File: src/rtl/pipe_hazard_ctrl.sv
// ============================================================================
// Module   : pipe_hazard_ctrl
// Brief    : Pipeline sequencer for the 5-stage CPU. It drives the load-use
//            stall, redirect flush and memory-latency freeze controls, and
//            keeps saturating performance counters.
// Revision : 1.0 - initial release
// ============================================================================
`default_nettype none

module pipe_hazard_ctrl #(
    parameter int MEM_LAT = 3,
    parameter int CNT_W   = 16
) (
    input  logic             clk_i,
    input  logic             rst_i,
    input  logic             idex_memread_i,
    input  logic [4:0]       idex_rt_i,
    input  logic [4:0]       ifid_rs_i,
    input  logic [4:0]       ifid_rt_i,
    input  logic             ifid_uses_rt_i,
    input  logic             redirect_i,
    input  logic             mem_req_i,
    output logic             pc_write_o,
    output logic             ifid_hold_o,
    output logic             ifid_flush_o,
    output logic             idex_bubble_o,
    output logic             freeze_o,
    output logic [CNT_W-1:0] stall_cnt_o,
    output logic [CNT_W-1:0] freeze_cnt_o,
    output logic [CNT_W-1:0] flush_cnt_o
);

    typedef enum logic [0:0] {
        ST_RUN  = 1'b0,
        ST_WAIT = 1'b1
    } state_t;

    localparam bit         c_HAS_WAIT = (MEM_LAT > 1);
    localparam int         c_LAT_M2   = (MEM_LAT > 1) ? (MEM_LAT - 2) : 0;
    localparam logic [3:0] c_LAT_INIT = 4'(c_LAT_M2);

    state_t           state_q, state_d;
    logic [3:0]       cnt_q, cnt_d;
    logic [CNT_W-1:0] stall_cnt_q, stall_cnt_d;
    logic [CNT_W-1:0] freeze_cnt_q, freeze_cnt_d;
    logic [CNT_W-1:0] flush_cnt_q, flush_cnt_d;

    logic w_load_use;
    logic w_trigger;
    logic w_frozen;
    logic w_stall_applied;

    function automatic logic [CNT_W-1:0] sat_inc(input logic [CNT_W-1:0] v,
                                                 input logic en);
        logic [CNT_W-1:0] one;
        one = {{(CNT_W-1){1'b0}}, 1'b1};
        return (en && (v != {CNT_W{1'b1}})) ? (v + one) : v;
    endfunction

    always_comb begin
        w_load_use = idex_memread_i && (idex_rt_i != 5'd0) &&
                     ((idex_rt_i == ifid_rs_i) ||
                      (ifid_uses_rt_i && (idex_rt_i == ifid_rt_i)));
        // The release cycle (WAIT, cnt==0) is the tail of the current access,
        // so mem_req_i there is not a new trigger.
        w_trigger  = c_HAS_WAIT && (state_q == ST_RUN) && mem_req_i;
        w_frozen   = w_trigger || ((state_q == ST_WAIT) && (cnt_q != 4'd0));
        w_stall_applied = rst_i && !w_frozen && w_load_use;
    end

    always_comb begin
        pc_write_o    = 1'b0;
        ifid_hold_o   = 1'b0;
        ifid_flush_o  = 1'b0;
        idex_bubble_o = 1'b0;
        freeze_o      = 1'b0;
        if (rst_i) begin
            if (w_frozen) begin
                freeze_o    = 1'b1;
                ifid_hold_o = 1'b1;
            end else if (w_load_use) begin
                // Branch operands are stale; the redirect re-resolves next cycle.
                ifid_hold_o   = 1'b1;
                idex_bubble_o = 1'b1;
            end else if (redirect_i) begin
                pc_write_o   = 1'b1;
                ifid_flush_o = 1'b1;
            end else begin
                pc_write_o = 1'b1;
            end
        end
    end

    always_comb begin
        state_d = state_q;
        cnt_d   = cnt_q;
        if (w_trigger) begin
            state_d = ST_WAIT;
            cnt_d   = c_LAT_INIT;
        end else if (state_q == ST_WAIT) begin
            if (cnt_q != 4'd0) begin
                cnt_d = cnt_q - 4'd1;
            end else begin
                state_d = ST_RUN;
            end
        end
        stall_cnt_d  = sat_inc(stall_cnt_q, w_stall_applied);
        freeze_cnt_d = sat_inc(freeze_cnt_q, freeze_o);
        flush_cnt_d  = sat_inc(flush_cnt_q, ifid_flush_o);
    end

    always_ff @(posedge clk_i) begin
        if (!rst_i) begin
            state_q      <= ST_RUN;
            cnt_q        <= 4'd0;
            stall_cnt_q  <= '0;
            freeze_cnt_q <= '0;
            flush_cnt_q  <= '0;
        end else begin
            state_q      <= state_d;
            cnt_q        <= cnt_d;
            stall_cnt_q  <= stall_cnt_d;
            freeze_cnt_q <= freeze_cnt_d;
            flush_cnt_q  <= flush_cnt_d;
        end
    end

    assign stall_cnt_o  = stall_cnt_q;
    assign freeze_cnt_o = freeze_cnt_q;
    assign flush_cnt_o  = flush_cnt_q;

endmodule

`default_nettype wire

File: config.mk
export PLATFORM = sky130hd
export DESIGN_NAME = pipe_hazard_ctrl
export DESIGN_NICKNAME = d
export VERILOG_FILES = /design/src/rtl/pipe_hazard_ctrl.sv
export SDC_FILE = /design/constraint.sdc
export NUM_CORES = 1
export LEC_CHECK = 0
export BUFFER_PORTS_ARGS = -buffer_cell sky130_fd_sc_hd__buf_2
export CAP_MARGIN = 5
export CORE_ASPECT_RATIO = 2
export CORE_UTILIZATION = 47
export DETAILED_ROUTE_END_ITERATION = 16
export PLACE_DENSITY_LB_ADDON = 0.2
export SLEW_MARGIN = 20
export SYNTH_ARGS = -nofsm -noshare
export SYNTH_HDL_FRONTEND = slang
export SYNTH_SLANG_ARGS = --single-unit
File: constraint.sdc
create_clock -name clk_i -period 2.2 [get_ports clk_i]
set_input_delay 0.11 -clock clk_i [delete_from_list [all_inputs] [get_ports clk_i]]
set_output_delay 0.11 -clock clk_i [all_outputs]
set_load 0.02 [all_outputs]
==> impl_metrics.tcl <==
set metrics [dict create \
    io_pins 74 \
    dp_hpwl_mm 4.807 \
    fp.dieW_um 56.42 \
    drive_above_1_share_pct 25.67 \
    port-buffer-count 73 \
    grt_pass1_wl_mm 11.21 \
    syn_area_per_cell_um2 8.436 \
    ys_types 51 \
    fin_crit_sh_pct 95.48 \
    post_dp_cell_area_um2 3236 \
    cts_tree "done" \
    seqCellArea_um2 1061 \
    cp_max_fo 5 \
    syn_area_um2 2784 \
    synthArstFlopShare_pct 0 \
    n_antenna_cell 0 \
    wl_mm 6.629 \
    synth_flop_cell "dfxtp_1" \
    routabilityCongestion 0.8091 \
    worstSetupEndpointType "flop" \
    cts_buffers 5 \
    synth_nets 355 \
    dr.pass1.iters 4 \
    path_class "reg -> reg" \
    finalSetupViolCount 0 \
    maxCapViolCount 0 \
    hp-class "in -> reg" \
    clk_pin_slew_ns 0.07 \
    clockRootBuffer "clkbuf_16" \
    areaGrowthSynthToFinish_pct 22.97 \
    synth_edf_count 0 \
    yosysSeqAreaShare_pct 38.11 \
    hold_viol 0 \
    worst_ep_arrival_time_ns 2.28 \
    tightest_slew_ns 0.5833 \
    htreeDepth 2 \
    timing.fmax_mhz 476.0 \
    use_met1_pct 23.16 \
    holdWs_ns 0.1461 \
    cpPeakStageDelay_ns 0.55 \
    core_area_um2 5709 \
    multi_input_area_um2 1639 \
    grt_pass1_vias 2553 \
    dr_total_vias 2718 \
    grt_util_all_layers_pct 22.04 \
    postCtsHoldBufs 0 \
    yosysWarningCount 0 \
    die_y_um 110.8 \
    critPathLaunchType "flop" \
    relSlewSlack_pct 60.77 \
    syn_inst 330 \
    antenna_found_initial 0 \
    busiest_layer "met2" \
    clk-insertion-delay-late_ns 0.29 \
    r2r_slack_ns 0.1 \
    power.density_nw_per_um2 582.8 \
    grt_use_met3_pct 4.084 \
    required_ns 2.38 \
    grt_max_degree 28 \
    finalMaxSlewViolations 0 \
    final_cell_area_um2 3423 \
    grtUsageMet2_pct 41.10 \
    vdd_ir_drop_max_mv 0.6871 \
    ys_ff_latch 53 \
    die-area_um2 6254 \
    clock_skew_ns 0.004922 \
    fill_cells 538 \
    drc 0 \
    nets 437 \
    overflow 0 \
    slowest_stage "or4_4" \
    min_period_ns 2.101 \
    start_util_pct 48.76 \
    final_antenna_net_count 0 \
    row_count 39 \
    wl_per_cell_um 13.99 \
    cellLeakagePower_nw 1.407 \
    clock_path_buffers 2 \
    crit_path_cell_trace "inv_1 -> ha_1 -> and4bb_4 -> or4_4 -> nor3b_4 -> nand3_1 -> xor2_1 -> nor2_1" \
    detail_route.vias_per_cell 5.734 \
    outcome "complete, no violations" \
    cts_sinks 53 \
    drt-initial-drc-count 92 \
]
## state kept, by name (all words and copies together), names as in the netlist
signal,flops
cnt_q,4
freeze_cnt_o,16
stall_cnt_o,16
flush_cnt_o,16
state_q,1
## stage by stage
step / TNS, ns / power [mW] / instances / util (%) / worst slack, ns
floorplan: 0 / 1.166 / 330 / - / 0.1237
global placement: 0 / 1.237 / 463 / 56.67 / 0.08415
detailed placement: 0 / 1.241 / 463 / 56.67 / 0.01704
CTS: 0 / 2.003 / 471 / 59.11 / 0.007991
global route: -0.02998 / 2.067 / 474 / 59.96 / -0.01252
finish: 0 / 1.995 / 474 / 59.96 / 0.09936
## critical path: cells and delay by family (launching register included)
family / cells / cell delay, ns
and+or+nand+nor: 5 / 1.20
DFF: 1 / 0.36
adders and majority gates: 1 / 0.23
xor gates and xnor gates: 1 / 0.15
buffers and inverters: 1 / 0.06
## power breakdown
group / switching [mW] / internal (mW)
logic: 0.130 / 0.0930
clock network: 0.351 / 0.419
registers: 0.0240 / 0.978
## cells in the final DEF, fill, tap and decap left out, types with 2 or more instances in the layout
cell type	n
a211oi_1	4
a21o_1	3
a21oi_1	16
a41oi_1	2
and2_1	2
and3_1	6
and4_1	5
buf_2	73
buf_4	14
clkbuf_16	5
clkinv_2	2
dfxtp_1	53
ha_1	4
inv_1	9
mux2i_1	12
nand2_1	38
nand2b_1	6
nand3_1	25
nand3b_1	2
nand4_1	9
nor2_1	26
nor3_1	8
nor4_1	3
nor4b_1	2
o21ai_0	17
o31ai_1	2
o41ai_1	2
or3_1	14
or4_1	2
xnor2_1	18
xor2_1	7
## Yosys cell counts (2+ instances only)
cell type,instances,area share [%]
clkbuf_1,6,0.81
a211oi_1,4,1.1
or4_1,3,0.81
o21ai_0,17,3.1
nand4_1,9,2.0
a21o_1,3,0.81
nand2_1,38,5.1
nor2_1,26,3.5
o41ai_1,2,0.63
dfxtp_1,53,38
and4_1,5,1.6
nand3b_1,2,0.54
a41oi_1,2,0.63
xor2_1,7,2.2
a21oi_1,16,2.9
inv_1,9,1.2
nor4_1,3,0.67
nand2b_1,6,1.3
nor4b_1,3,0.94
buf_6,3,1.2
or3_1,14,3.1
xnor2_1,18,5.7
nor3_1,8,1.4
and3_1,6,1.3
and2_1,2,0.45
nand3_1,25,4.5
mux2i_1,12,4.3
ha_1,4,1.8
o31ai_1,2,0.54
## worst paths after layout
path | from | end | depth (start not counted)
setup / recovery | cnt_q[0]$_SDFFE_PN0P_ | freeze_cnt_o[12]$_SDFFE_PN0P_ | 8
hold / removal | mem_req_i | cnt_q[0]$_SDFFE_PN0P_ | 3
setup reg to reg | cnt_q[0]$_SDFFE_PN0P_ | freeze_cnt_o[12]$_SDFFE_PN0P_ | 8
hold reg to reg | flush_cnt_o[5]$_SDFFE_PN0P_ | flush_cnt_o[5]$_SDFFE_PN0P_ | 2
## metal layers
metal  up-vias  wire length, µm  part of all wire [%]
met2        67             3673                    55
li1       1354                -                     -
met5         -                0                     0
met1      1289             2571                    39
met4         0              128                   1.9
met3         8              256                   3.9
## timing repair
action / 4_1_cts / 5_1_grt
buffers inserted: 0 / 3
endpoints found under the setup margin: 0 / 9
resized for setup: 0 / 5
## logic make-up (layout without fill, tap and decap cells)
logic type,count (synthesis),in the layout,share of synthesized area (%)
multiplexers,12,12,4.315
AO/OA/AOI/OAI,57,57,13.66
flip-flops,53,53,38.11
buffers and inverters,22,105,3.954
AND/OR/NAND/NOR,157,157,30.29
XOR/XNOR,25,25,7.865
adder cells (fa/ha/maj),4,4,1.798
## layout make-up
cell class	count	area share [%]
Clock buffer	6	3.765
Tap cell	61	2.230
Multi-Input combinational cell	255	47.88
Inverter	10	1.096
Sequential cell	53	30.99
Timing Repair Buffer	87	13.74
Clock inverter	2	0.2924
No activity file was read; power rests on OpenSTA's default activity.
